`src/rtl/div16_pkg.sv`:
```
// div16_pkg: shared types and sizing for the sequential restoring divider.
// Holds the FSM state encoding, default operand widths and the iteration
// counter width helper.
package div16_pkg;

    localparam int DVD_W_DEF = 32;
    localparam int DVS_W_DEF = 16;

    // Counter must be able to hold the value DVD_W (step count).
    function automatic int cnt_width(input int w);
        return $clog2(w + 1);
    endfunction

    localparam int CNT_W = cnt_width(DVD_W_DEF);

    typedef enum logic [1:0] {
        IDLE = 2'd0,
        RUN  = 2'd1,
        DONE = 2'd2
    } state_e;

endpackage

```
`src/rtl/div16_step.sv`:
```
// div16_step: one combinational restoring-division iteration.
// Shifts the quotient MSB into the partial remainder, then subtracts the
// divisor when it fits and records the outcome in the quotient LSB.
module div16_step #(
    parameter int DVD_W = 32,
    parameter int DVS_W = 16
) (
    input  logic [DVS_W:0]   r,
    input  logic [DVD_W-1:0] q,
    input  logic [DVS_W-1:0] d,
    output logic [DVS_W:0]   r_nxt,
    output logic [DVD_W-1:0] q_nxt
);

    localparam int RW = DVS_W + 1;

    logic [DVS_W:0] r_sh;

    // The partial remainder stays below 2*divisor, so the top bit of r is
    // always shifted out as zero and the cast drops nothing meaningful.
    assign r_sh = RW'({r, q[DVD_W-1]});

    // Restore-or-subtract decision for this bit.
    always_comb begin
        r_nxt = r_sh;
        q_nxt = {q[DVD_W-2:0], 1'b0};
        if (r_sh >= {1'b0, d}) begin
            r_nxt = r_sh - {1'b0, d};
            q_nxt = {q[DVD_W-2:0], 1'b1};
        end
    end

endmodule

```
`src/rtl/seq_div16.sv`:
```
// seq_div16: multi-cycle unsigned restoring divider, one quotient bit per clock.
// IDLE -> RUN (DVD_W steps) -> DONE -> IDLE. Quotient and remainder are read
// straight from the working registers, which are left untouched in DONE/IDLE.
// Optional feature: define DIV16_ZERO_DETECT_EN to add the div_zero flag and a
// one-edge shortcut to DONE when the divisor is zero.
module seq_div16
    import div16_pkg::*;
#(
    parameter int DVD_W = DVD_W_DEF,
    parameter int DVS_W = DVS_W_DEF
) (
    input  logic             clk,
    input  logic             rst_n,
    input  logic             start,
    input  logic [DVD_W-1:0] dividend,
    input  logic [DVS_W-1:0] divisor,
    output logic             ready,
    output logic             busy,
    output logic             done,
`ifdef DIV16_ZERO_DETECT_EN
    output logic             div_zero,
`endif
    output logic [DVD_W-1:0] quotient,
    output logic [DVS_W-1:0] remainder
);

    localparam int CNT_BITS = cnt_width(DVD_W);
    localparam logic [CNT_BITS-1:0] LAST = CNT_BITS'(DVD_W - 1);

    state_e              state;
    logic [DVD_W-1:0]    q_q;
    logic [DVS_W:0]      r_q;
    logic [DVS_W-1:0]    dvs_q;
    logic [CNT_BITS-1:0] cnt;
    logic [DVD_W-1:0]    q_nxt;
    logic [DVS_W:0]      r_nxt;

    div16_step #(
        .DVD_W (DVD_W),
        .DVS_W (DVS_W)
    ) u_step (
        .r     (r_q),
        .q     (q_nxt_src()),
        .d     (dvs_q),
        .r_nxt (r_nxt),
        .q_nxt (q_nxt)
    );

    function automatic logic [DVD_W-1:0] q_nxt_src();
        return q_q;
    endfunction

    // FSM plus datapath registers; operands are captured only on acceptance.
    always_ff @(posedge clk or negedge rst_n) begin
        if (!rst_n) begin
            state    <= IDLE;
            q_q      <= '0;
            r_q      <= '0;
            dvs_q    <= '0;
            cnt      <= '0;
`ifdef DIV16_ZERO_DETECT_EN
            div_zero <= 1'b0;
`endif
        end else begin
            case (state)
                IDLE: begin
                    if (start) begin
                        q_q   <= dividend;
                        dvs_q <= divisor;
                        r_q   <= '0;
                        cnt   <= '0;
                        state <= RUN;
`ifdef DIV16_ZERO_DETECT_EN
                        div_zero <= 1'b0;
                        if (divisor == '0) begin
                            // Same values the full sequence would reach, without the wait.
                            q_q      <= '1;
                            r_q      <= {1'b0, dividend[DVS_W-1:0]};
                            div_zero <= 1'b1;
                            state    <= DONE;
                        end
`endif
                    end
                end
                RUN: begin
                    q_q <= q_nxt;
                    r_q <= r_nxt;
                    cnt <= cnt + 1'b1;
                    if (cnt == LAST) state <= DONE;
                end
                DONE:    state <= IDLE;
                default: state <= IDLE;
            endcase
        end
    end

    assign ready     = (state == IDLE);
    assign busy      = (state == RUN);
    assign done      = (state == DONE);
    assign quotient  = q_q;
    assign remainder = r_q[DVS_W-1:0];

endmodule
```
`config.mk`:
```
export PLATFORM = sky130hd
export DESIGN_NAME = seq_div16
export DESIGN_NICKNAME = d
export VERILOG_FILES = /design/src/rtl/div16_pkg.sv /design/src/rtl/div16_step.sv /design/src/rtl/seq_div16.sv
export SDC_FILE = /design/constraint.sdc
export NUM_CORES = 1
export LEC_CHECK = 0
export ABC_AREA = 1
export BUFFER_PORTS_ARGS = -buffer_cell sky130_fd_sc_hd__buf_2
export CAP_MARGIN = 10
export CORE_AREA = 3 3 89 91
export CTS_CLUSTER_SIZE = 25
export DETAILED_ROUTE_END_ITERATION = 10
export DIE_AREA = 0 0 92 94
export GPL_TIMING_DRIVEN = 0
export PLACE_DENSITY = 0.91
export SKIP_LAST_GASP = 1
export SLEW_MARGIN = 25
export SYNTH_ARGS = -nofsm -noshare
export SYNTH_HDL_FRONTEND = slang
export SYNTH_SLANG_ARGS = --single-unit
```
`constraint.sdc`:
```
create_clock -name clk -period 2.8 [get_ports clk]
set_input_delay 0.42 -clock clk [delete_from_list [all_inputs] [get_ports clk]]
set_output_delay 0.42 -clock clk [all_outputs]
set_load 0.01 [all_outputs]
```
Word level (Yosys, flattened, before mapping)
Index checks and enable logic that the tools add are counted.
W data, S select, Z words.
{ "classes": {"muxes": 11, "n_eq_ne": 5, "n_reduce_logical": 5, "n_lt_le_gt_ge": 1, "add_sub_neg": 2} }
{ "op_table": {"columns": ["operator", "n"], "rows": [
  ["$pmux W32 S2", 1],
  ["$mux W16", 2],
  ["$mux W32", 1],
  ["$pmux W16 S2", 1],
  ["$ge A17 B16 Y1", 1],
  ["$sub A16 B16 Y16", 1],
  ["$pmux W6 S2", 1],
  ["$add A6 B1 Y6 const B", 1],
  ["$eq A6 B5 Y1 const B", 1],
  ["$mux W6", 1],
  ["$reduce_and A2 Y1", 3],
  ["$mux W2", 2],
  ["$pmux W2 S2", 1],
  ["$eq A2 B1 Y1 const B", 1],
  ["$eq A2 B2 Y1 const B", 1],
  ["$logic_not A2 Y1", 1],
  ["$ne A2 B1 Y1 const B", 1],
  ["$ne A2 B2 Y1 const B", 1],
  ["$reduce_bool A2 Y1", 1],
  ["$mux W1", 1]
]} }
{ "totals": {"input_bits": 51, "out_inout_bits": 51, "register_bits": 72} }

Logic depth before layout (Yosys ltp)
Gate-level depths: netlist of the first run.
{ "logic_depth": {"word_depth": 3, "depth_mapped": 14} }

Hierarchy
Synthesis of the first run repeated with hierarchy kept, for this count alone.
{ "unflattened": {"cells_unflattened": 774, "hier_area_um2": 5074.9} }
{ "by_module_without_submodules": {"columns": ["mod", "area_per_inst_um2", "seq_area_each_um2", "cells_each", "instances"], "rows": [
  ["seq_div16", 3383.2, 1826.8, 446, 1],
  ["div16_step", 1691.6, 0.0, 328, 1]
]} }

Least setup slack after synthesis of the first run
No wires, ideal clock.
{ "synth_path": {"kind": "reg2reg", "startpoint": "register q_q[31], in the netlist quotient[31]", "endpoint": "register r_q[8]", "n_path_buf": 0, "setup_ns": 0.119, "setup_slack_ns": 0.981, "arrival_time_ns": 1.700, "required_time_ns": 2.681, "path_stages_with_launch": 12, "path_cell_list": "dfrtp_1 inv_1 ha_1 fa_1 o21bai_1 nand2_1 nand3_1 nand2_1 nand2_1 nand2_1 nand3_1 nand2_1"} }
{ "synth_between": {"elab_chain_cells": 3, "elab_cells_between_ends": 4} }
{ "synth_lines": {"columns": ["element", "line", "source"], "rows": [
  ["from (decl)", "seq_div16.sv:31", "logic [DVD_W-1:0] q_q;"],
  ["from (signal assigned)", "seq_div16.sv:68", "q_q <= dividend;"],
  ["from (signal assigned)", "seq_div16.sv:86", "q_q <= q_nxt;"],
  ["$sub A16 B16 Y16 / $ge A17 B16 Y1 (equally long branches)", "div16_step.sv:28, div16_step.sv:27", null],
  ["$mux W16 (*)", "div16_step.sv:27", "if (r_sh >= {1'b0, d}) begin"],
  ["$pmux W16 S2 (*)", "seq_div16.sv:65", "case (state)"],
  ["to (signal assigned)", "seq_div16.sv:87", "r_q <= r_nxt;"],
  ["to (decl)", "seq_div16.sv:32", "logic [DVS_W:0] r_q;"]
]} }
Mark *: on every way between the ends. The rest lies on a longest branch, timed or not.
A chain may end at the register's enable or synchronous reset.

Worst setup path in the final report of the first run
{ "layout_path": {"startpoint": "register state[1]", "endpoint": "output port busy"} }
{ "layout_between": {"elab_chain_cells": 1} }
{ "layout_lines": {"columns": ["element", "line", "source"], "rows": [
  ["from (decl)", "seq_div16.sv:30", "state_e state;"],
  ["from (signal assigned)", "seq_div16.sv:56", "state <= IDLE;"],
  ["from (signal assigned)", "seq_div16.sv:72", "state <= RUN;"],
  ["from (signal assigned)", "seq_div16.sv:89", "if (cnt == LAST) state <= DONE;"],
  ["$eq A2 B1 Y1", "seq_div16.sv:98", "assign busy = (state == RUN);"],
  ["to (decl)", "seq_div16.sv:18", "output logic busy,"]
]} }
No other way between the ends.

==> flow_summary.yaml, run 1 <==
status:
  status: "complete, no violations"
floorplan:
  core_area_mm2: 0.00721
  row_count: 31
  dieArea_mm2: 0.00865
  ios: 102
  die_h_um: 94
  die_w_um: 92
  start_util_pct: 57.8
power:
  fin_total_pwr_mw: 7.45
  pwr-share-comb_pct: 62.4
  powerDensity_mw_per_mm2: 1480
  leakage_nw: 2.75
  p_int_mw: 3.80
  max-vdd-ir-drop_v: 0.000745
  switching_share_pct: 48.9
  pwr-share-clk_pct: 11.0
  p_sw_mw: 3.64
  p_seq_share_pct: 26.6
critical_path:
  arrival_ns: 1.80
  path_cells: "nor2_2 > clkbuf_1 > buf_2"
  max_stage_delay_ns: 0.48
  worstSetupPathType: "reg2out"
  rr_endpoint: "r_q[12]$_DFFE_PN0P_"
  crit_fanout: 10
  crit_required_ns: 2.38
  worst_setup_path_end_kind: "output pin"
  reg2reg_from: "r_q[11]$_DFFE_PN0P_"
  start_kind: "flop"
  worstRegToRegCells: 10
  slowest_stage: "clkbuf_1"
  r2r_slack_ns: 0.69
cts:
  postCtsSetupRepairBufs: 0
  clkTransAtPathRegs_ns: 0.08
  clk_path_buf_depth: 2
  numClockSinks: 72
  htree_levels: 3
  tritoncts: "done"
  clkLatencyLatePin_ns: 0.35
  numCtsBuffers: 9
  root_buffer: "clkbuf_8"
route:
  vias_per_cell: 5.23
  antenna_left: 0
  wire_per_inst_um: 14.2
  vias: 4009
  wirelength_um: 10900
  drc: 0
  drt_iter0_drc: 252
  first_pass_iters: 5
global_route:
  grt_use_total_pct: 26.0
  grt_start_max_net_pins: 55
  grt_overflow: 0
  use_met1_pct: 32.8
  busiest_layer: "met2"
  grtUsageMet3_pct: 7.05
  grt_pass1_vias: 3916
  grt_pass1_wl_um: 17900
  antenna_found_initial: 1
  met2_usage_pct: 42.9
yosys:
  synth_cells: 549
  async_flop_share_pct: 100
  synth_area_leaders: "dfrtp_1 (43%), nand2_1 (15%), inv_1 (7.7%)"
  ys_warn_count: 0
  synth-main-ff-cell: "dfrtp_1"
  yosysTopAreaCell: "dfrtp_1"
  syn_area_mm2: 0.00417
  synth_cell_types: 33
  syn_avg_cell_area_um2: 7.60
  synth_edf_count: 0
  synth_seq_area_share_pct: 43.2
  synth-seq-cells: 72
  syn_nets: 618
  yosysTopAreaCellShare_pct: 43.2
timing:
  min_period_ns: 2.22
  drv_slew: 0
  setup_ws_ns: 0.583
  finClkSkew_ns: 0.0113
  hold_slack_ns: 0.272
  fmax_ghz: 0.451
  rsz0062_at_grt: "no"
  tns_ns: 0
  hold_viol: 0
  worst_pin_slew_ns: 0.547
  min_period_over_period_pct: 79.2
  maxSlewHeadroom_pct: 63.5
  setup_viol: 0
hold_path:
  holdPathStages: 3
  min_from: "divisor[0]"
  hold_path.class: "in2reg"
  min_to: "dvs_q[0]$_DFFE_PN0P_"
cells_and_area:
  syn2layout_area_growth_pct: 20.6
  design_area_mm2: 0.00503
  drive_gt1_share_pct: 20.8
  num-fill-cells: 607
  antennaDiodeCount: 0
  postLayoutCoreUtil_pct: 69.7
  stdcell_count: 767
  nets: 732
placed_design:
  pre_cts_slack_ns: 0.746
  dp_hpwl_um: 8460
  gp_congestion: 0.936
  dp.cells: 750
  dpl-instance-area_mm2: 0.00483
  numPortBuffers: 101
run:
  cap_violations: 0
cells in the mapped netlist, drive strengths merged, types with 2 or more instances:
master	instances
nand4	4
a21oi	40
nor2	25
o21ai	19
nand3b	14
xor2	2
xnor2	4
dfrtp	72
nand3	31
clkbuf	10
nor3	4
buf	9
ha	17
o22ai	33
inv	88
nand2	169
placed cells by master (no fill, tap or decap), types with 2 or more instances in the layout:
| master | count |
|---|---|
| a21oi_1 | 40 |
| buf_2 | 106 |
| buf_6 | 3 |
| clkbuf_1 | 13 |
| clkbuf_8 | 9 |
| clkinv_4 | 2 |
| dfrtp_1 | 72 |
| ha_1 | 17 |
| inv_1 | 86 |
| inv_2 | 2 |
| nand2_1 | 166 |
| nand2_2 | 2 |
| nand3_1 | 28 |
| nand3_2 | 2 |
| nand3b_1 | 14 |
| nand4_1 | 4 |
| nor2_1 | 20 |
| nor2_2 | 4 |
| nor3_1 | 3 |
| o21ai_0 | 19 |
| o22ai_1 | 33 |
| xnor2_1 | 4 |
| xor2_1 | 2 |
metal layers:
layer	vias up	part of all wire, %
li1	1990	-
met1	1849	42
met2	152	48
met3	16	8.6
met4	2	1.7
met5	-	0.064
power by group through the flow:
stage / sequential, mW / clock, mW / combinational (mW)
finish: 1.98 / 0.820 / 4.65
global route: 2.04 / 0.871 / 5.29
global placement: 1.96 / 0 / 4.45
CTS: 1.97 / 0.822 / 4.64
detailed placement: 1.98 / 0 / 4.62
floorplan: 2.08 / 0 / 3.24
how the worst max path moves through the flow:
| stage | start | to | cells after the start |
|---|---|---|---|
| 6_report | state[1]$_DFFE_PN0P_ | busy | 3 |
| 5_1_grt | state[0]$_DFFE_PN0P_ | busy | 4 |
| 4_1_cts | state[1]$_DFFE_PN0P_ | busy | 3 |
| 3_5_place_dp | r_q[11]$_DFFE_PN0P_ | r_q[13]$_DFFE_PN0P_ | 11 |
| 3_3_place_gp | r_q[11]$_DFFE_PN0P_ | r_q[12]$_DFFE_PN0P_ | 10 |
| 2_1_floorplan | quotient[31]$_DFFE_PN0P_ | r_q[8]$_DFFE_PN0P_ | 11 |
kinds of logic after synthesis:
logic type               count (synthesis)  share of synthesized area [%]
AO/OA/AOI/OAI                           97                           13.0
AND/OR/NAND/NOR                        249                           26.7
XOR/XNOR                                 6                           1.26
adder cells (fa/ha/maj)                 18                           5.58
flip-flops                              72                           43.2
buffers and inverters                  107                           10.3
flip-flops by register name, summed over array words and instances, names as in the netlist:
name,cells
r_q,16
quotient,32
cnt,6
state,2
dvs_q,16
repair_timing:
item | CTS | global route
hold buffers | 1 | 0
endpoints found under the hold margin | 18 | 0
resized for setup | 0 | 0
worst max-delay path: cells and delay by family, from the launching register on:
family	cells	cell delay, ns
buffers and inverters	2	0.71
flip-flops	1	0.42
AND/OR/NAND/NOR	1	0.32
layout make-up:
| type | count | area (µm²) | share of cell area [%] |
|---|---|---|---|
| sequential | 72 | 1800 | 35.8 |
| multi-input combinational | 370 | 1940 | 38.5 |
| tap | 99 | 124 | 2.46 |
| clock inverter | 4 | 55.1 | 1.09 |
| timing repair buffer | 103 | 546 | 10.8 |
| clock buffer | 12 | 135 | 2.69 |
| buffer | 19 | 101 | 2.01 |
| inverter | 88 | 330 | 6.57 |
(Power assumes the default switching activity.)
==> inputs of run 2 (changes only) <==
--- a/config.mk
+++ b/config.mk
@@ -5,15 +5,15 @@
 export SDC_FILE = /design/constraint.sdc
 export NUM_CORES = 1
 export LEC_CHECK = 0
-export ABC_AREA = 1
+export ABC_AREA = 0
 export BUFFER_PORTS_ARGS = -buffer_cell sky130_fd_sc_hd__buf_2
 export CAP_MARGIN = 10
-export CORE_AREA = 3 3 89 91
+export CORE_AREA = 3 3 91 93
 export CTS_CLUSTER_SIZE = 25
 export DETAILED_ROUTE_END_ITERATION = 10
-export DIE_AREA = 0 0 92 94
+export DIE_AREA = 0 0 94 96
 export GPL_TIMING_DRIVEN = 0
-export PLACE_DENSITY = 0.91
+export PLACE_DENSITY = 0.84
 export SKIP_LAST_GASP = 1
 export SLEW_MARGIN = 25
 export SYNTH_ARGS = -nofsm -noshare
==> constraint.sdc (replaced) <==
create_clock -name clk -period 2.1 [get_ports clk]
set_input_delay 0.315 -clock clk [delete_from_list [all_inputs] [get_ports clk]]
set_output_delay 0.315 -clock clk [all_outputs]
set_load 0.01 [all_outputs]
==> flow_summary.yaml, run 2 <==
status:
  status: "finished with violations"
  failed_checks: "setup timing"
global_route:
  grt_pass1_vias: 3917
  use_met1_pct: 31.6
  met2_usage_pct: 45.0
  grt_use_total_pct: 26.1
  busiest_layer: "met2"
  grtUsageMet3_pct: 5.08
  antenna_found_initial: 0
  grt_pass1_wl_um: 18500
  grt_overflow: 0
  grt_start_max_net_pins: 53
critical_path:
  worstSetupPathType: "reg2reg"
  max_stage_delay_ns: 0.41
  slowest_stage: "dfrtp_1"
  worst_setup_path_end_kind: "flop"
  start_kind: "flop"
  crit_required_ns: 2.32
  crit_fanout: 5
  worst_path_most_repeated_cell: "buf_12"
  arrival_ns: 2.54
  path_cells: "ha_1 > buf_6 > nand3_1 > o221ai_2 > a31oi_4 > o211ai_4 > buf_12 > buf_12 > mux2i_2 > o21ai_1"
route:
  first_pass_iters: 5
  antenna_left: 0
  wirelength_um: 12200
  vias: 4084
  drt_iter0_drc: 366
  drc: 0
  vias_per_cell: 5.88
  wire_per_inst_um: 17.6
cells_and_area:
  layout.area.seq_mm2: 0.00181
  syn2layout_area_growth_pct: 35.0
  multi_input_area_mm2: 0.00224
  num-fill-cells: 554
  final_common_cell: "buf_2"
  antennaDiodeCount: 0
  stdcell_count: 695
  drive_gt1_share_pct: 34.4
  largest_register_ffs: 32
  layout_common_cells: "buf_2 (102), nor2_1 (68), dfrtp_1 (65), nand2_1 (43), o22ai_1 (31)"
  nets: 657
yosys:
  syn_area_mm2: 0.00396
  synth-seq-cells: 72
  yosysTopAreaCell: "dfrtp_1"
  post-synth-top-count-cell: "dfrtp_1"
  synth-main-ff-cell: "dfrtp_1"
  ys_warn_count: 0
  synth_area_leaders: "dfrtp_1 (46%), nor2_1 (6.5%), ha_1 (5.4%)"
  yosysTopAreaCellShare_pct: 45.5
  syn_avg_cell_area_um2: 8.79
  synth_seq_area_share_pct: 45.5
  syn_nets: 519
  async_flop_share_pct: 100
  synth_cell_types: 54
  synth_cells: 450
  synth_edf_count: 0
  netlist_top_cells_count: "dfrtp_1 (72), nor2_1 (69), nand2_1 (43), o22ai_1 (31), o21ai_0 (29)"
placed_design:
  dp_hpwl_um: 7860
  numPortBuffers: 101
  dp.cells: 654
  gp_congestion: 0.890
cts:
  clkTransAtPathRegs_ns: 0.08
  tritoncts: "done"
  numCtsBuffers: 9
  root_buffer: "clkbuf_8"
  numClockSinks: 72
  clkLatencyLatePin_ns: 0.36
  clk_path_buf_depth: 2
  htree_levels: 3
timing:
  maxSlewHeadroom_pct: 65.9
  min_period_ns: 2.32
  rsz0062_at_grt: "yes"
  setup_ws_ns: -0.216
  finClkSkew_ns: 0.0184
  min_period_over_period_pct: 110
  drv_slew: 0
  setup_viol: 17
  tns_ns: -2.11
  fmax_ghz: 0.432
  hold_viol: 0
  worst_pin_slew_ns: 0.512
floorplan:
  die_w_um: 94
  start_util_pct: 52.0
  dieArea_mm2: 0.00902
  ios: 102
  core_area_mm2: 0.00761
  die_h_um: 96
  row_count: 32
power:
  max-vdd-ir-drop_v: 0.00114
  leakage_nw: 2.39
  powerDensity_mw_per_mm2: 1920
  fin_total_pwr_mw: 10.3
run:
  cap_violations: 0
hold_path:
  hold_path.class: "in2reg"
==> run 2: worst paths after layout <==
path	depth (start not counted)	start	end	slack, ns
hold reg to reg	1	cnt[3]$_DFFE_PN0P_	cnt[3]$_DFFE_PN0P_	0.52
hold / removal	3	divisor[0]	dvs_q[0]$_DFFE_PN0P_	0.15
max in group asynchronous	3	rst_n	r_q[0]$_DFFE_PN0P_	1.13
min in group asynchronous	2	rst_n	dvs_q[14]$_DFFE_PN0P_	0.39
setup reg to reg	10	r_q[6]$_DFFE_PN0P_	r_q[2]$_DFFE_PN0P_	-0.22
setup / recovery	10	r_q[6]$_DFFE_PN0P_	r_q[2]$_DFFE_PN0P_	-0.22
==> run 2: worst max-delay path: cells and delay by family, from the launching register on <==
family | cells | cell delay [ns]
flip-flops | 1 | 0.41
AND/OR/NAND/NOR | 1 | 0.09
multiplexers | 1 | 0.22
AO/OA/AOI/OAI | 4 | 0.78
adder cells (fa/ha/maj) | 1 | 0.30
buffers and inverters | 3 | 0.38
==> run 2: stage by stage <==
step	hold slack, ns	utilization, %	instance area [µm²]	setup WS, ns
4_1_cts	0.147	68.6	5220	-0.113
3_3_place_gp	0.467	60.4	4590	-0.187
6_report	0.150	70.2	5340	-0.216
2_1_floorplan	0.0194	-	3960	-0.00903
5_1_grt	0.159	70.2	5340	-0.232
3_5_place_dp	0.233	60.8	4620	-0.243
==> run 2: cell type report <==
class                      instances  area share (%)
buffer                            27            2.72
clock buffer                       9            2.32
clock inverter                     7            1.24
multi-input combinational        330            42.0
inverter                          21            1.48
sequential                        72            33.9
tap                              102            2.39
timing repair buffer             127            14.0
==> run 2: timing repair <==
| item | CTS | global route |
|---|---|---|
| pin swaps | 14 | 11 |
| hold buffers | 1 | 0 |
| endpoints found under the hold margin | 20 | 0 |
| resized for setup | 41 | 22 |
| setup buffers | 18 | 7 |
| setup endpoints to repair | 18 | 19 |
| cloned | 1 | 0 |
==> run 2: metal layers <==
layer	vias to the layer above	wire length, µm
li1	1876	-
met1	1953	4640
met2	201	6220
met3	54	834
met4	0	519
met5	-	0
==> run 2: logic make-up (layout without fill, tap and decap cells) <==
logic type               count (synthesis)  after routing  share of synthesized area (%)
AND/OR/NAND/NOR                        168            168                           18.7
AO/OA/AOI/OAI                          126            126                           20.2
multiplexers                             8              8                           2.09
buffers and inverters                   48            191                           5.41
flip-flops                              72             72                           45.5
XOR/XNOR                                10             10                           2.21
adder cells (fa/ha/maj)                 18             18                           5.88
==> run 2: power by group <==
part	internal, mW	leakage (nW)	switching [mW]
Sequential	2.04	0.850	0.559
Clock	0.464	0.0991	0.625
Combinational	3.10	1.44	3.46
Total	5.61	2.39	4.65
==> inputs of run 3 (changes only) <==
--- a/config.mk
+++ b/config.mk
@@ -14,6 +14,7 @@
 export DIE_AREA = 0 0 94 96
 export GPL_TIMING_DRIVEN = 0
 export PLACE_DENSITY = 0.84
+export REMOVE_ABC_BUFFERS = 1
 export SKIP_LAST_GASP = 1
 export SLEW_MARGIN = 25
 export SYNTH_ARGS = -nofsm -noshare
==> flow_summary.yaml, run 3 (same netlist as run 2, synthesis figures left out) <==
floorplan:
  dieArea_mm2: 0.00902
  die_w_um: 94
  core_area_mm2: 0.00761
  ios: 102
  row_count: 32
  start_util_pct: 52.0
  die_h_um: 96
critical_path:
  rr_endpoint: "r_q[5]$_DFFE_PN0P_"
  max_stage_delay_ns: 0.45
  crit_required_ns: 2.30
  worstRegToRegCells: 8
  crit_fanout: 6
  critical_path_buf_inv_count: 1
  r2r_slack_ns: -0.21
  worstSetupPathType: "reg2reg"
  arrival_ns: 2.51
  reg2reg_from: "r_q[2]$_DFFE_PN0P_"
  worst_setup_path_end_kind: "flop"
  crit_family: "compound AO/OA/AOI/OAI gates"
  path_cells: "ha_4 > and3_4 > nand3_2 > a311o_2 > o211ai_4 > buf_6 > mux2i_2 > o21ai_1"
  crit_path_start: "r_q[2]$_DFFE_PN0P_"
  slowest_stage: "a311o_2"
  start_kind: "flop"
route:
  wl_met3_um: 1360
  dr_wl_met2_um: 6950
  met1_length_um: 5310
  top_layer: "met4"
  drc: 0
  wire_per_inst_um: 21.5
  vias: 4428
  drt_iter0_drc: 585
  vias_per_cell: 6.39
  first_pass_iters: 6
  antenna_left: 0
  wirelength_um: 14900
cts:
  clkLatencyLatePin_ns: 0.36
  clk_path_buf_depth: 2
  root_buffer: "clkbuf_8"
  htree_levels: 3
  clkTransAtPathRegs_ns: 0.08
  tritoncts: "done"
  numClockSinks: 72
  numCtsBuffers: 9
timing:
  finClkSkew_ns: 0.00795
  setup_ws_ns: -0.207
  fmax_ghz: 0.433
  tns_ns: -2.35
  worst_pin_slew_ns: 0.714
  min_period_over_period_pct: 110
  drv_slew: 0
  maxSlewHeadroom_pct: 52.4
  min_period_ns: 2.31
  hold_viol: 0
  setup_viol: 18
  rsz0062_at_grt: "yes"
global_route:
  grt_pass1_wl_um: 20400
  grt_start_max_net_pins: 55
  antenna_found_initial: 0
  grt_use_total_pct: 29.1
  grt_pass1_vias: 4140
  grt_overflow: 0
hold_path:
  min_from: "divisor[3]"
  holdPathStages: 3
  hold_path.class: "in2reg"
  min_to: "dvs_q[3]$_DFFE_PN0P_"
placed_design:
  dp_hpwl_um: 6710
  gp_congestion: 0.910
  numPortBuffers: 101
cells_and_area:
  antennaDiodeCount: 0
  layout_common_cells: "buf_2 (100), dfrtp_1 (69), nor2_1 (68), nand2_1 (40), buf_4 (39)"
  syn2layout_area_growth_pct: 40.9
  largest_register_ffs: 32
  postLayoutCoreUtil_pct: 73.3
  nets: 656
  final_common_cell: "buf_2"
  drive_gt1_share_pct: 39.9
status:
  failed_checks: "setup timing"
  status: "finished with violations"
power:
  max-vdd-ir-drop_v: 0.000886
  leakage_nw: 2.47
  powerDensity_mw_per_mm2: 2070
run:
  cap_violations: 0
==> run 3: repair_timing <==
item                                    4_1_cts  5_1_grt
hold endpoints to repair                     18        0
setup buffers                                27       17
pin swaps                                    15       22
hold buffers                                  1        0
cloned                                        4        1
gates resized for setup                      53       34
endpoints found under the setup margin       53       21
==> run 3: how the worst max path moves through the flow <==
stage,end,cells after the start
after floorplan,cnt[5]$_DFFE_PN0P_,5
after global placement,cnt[3]$_DFFE_PN0P_,5
after detailed placement,r_q[1]$_DFFE_PN0P_,7
after CTS,busy,3
after global routing,r_q[5]$_DFFE_PN0P_,8
final,r_q[5]$_DFFE_PN0P_,8
==> run 3: final cells by class <==
class,instances,area [µm²]
Clock inverter,5,81.3
Fill cell,497,2030
Tap cell,102,128
Multi-Input combinational cell,334,2430
Clock buffer,10,128
Sequential cell,72,1810
Timing Repair Buffer,148,918
Timing Repair inverter,1,5.00
Inverter,21,82.6
==> run 3: metal layers <==
metal | GRT usage (%) | up-vias
met5 | 0 | -
met4 | 15.5 | 0
met3 | 7.11 | 139
met2 | 47.7 | 359
met1 | 35.5 | 2049
li1 | - | 1881
==> run 3: where the power goes <==
group,internal [mW],switching [mW]
sequential,2.04,0.567
clock,0.664,0.531
combinational,3.54,4.20
==> run 3: through the flow <==
step | worst slack (ns) | cell area [µm²] | std cells | power [mW] | hold slack [ns]
after floorplan | -0.663 | 3820 | 423 | 5.87 | 0.0194
after global placement | -1.67 | 4460 | 626 | 7.00 | 0.473
after detailed placement | -0.622 | 4520 | 628 | 7.20 | 0.218
after CTS | -0.0734 | 5290 | 675 | 9.84 | 0.143
after global routing | -0.320 | 5580 | 693 | 12.0 | 0.164
final | -0.207 | 5580 | 693 | 11.5 | 0.157
==> run 3: tightest hold or removal path: cells and delay by family <==
| kind | cells | cell delay [ns] |
|---|---|---|
| buffers and inverters | 1 | 0.07 |
| AOI/OAI and AO/OA | 1 | 0.06 |
| and+or+nand+nor | 1 | 0.03 |
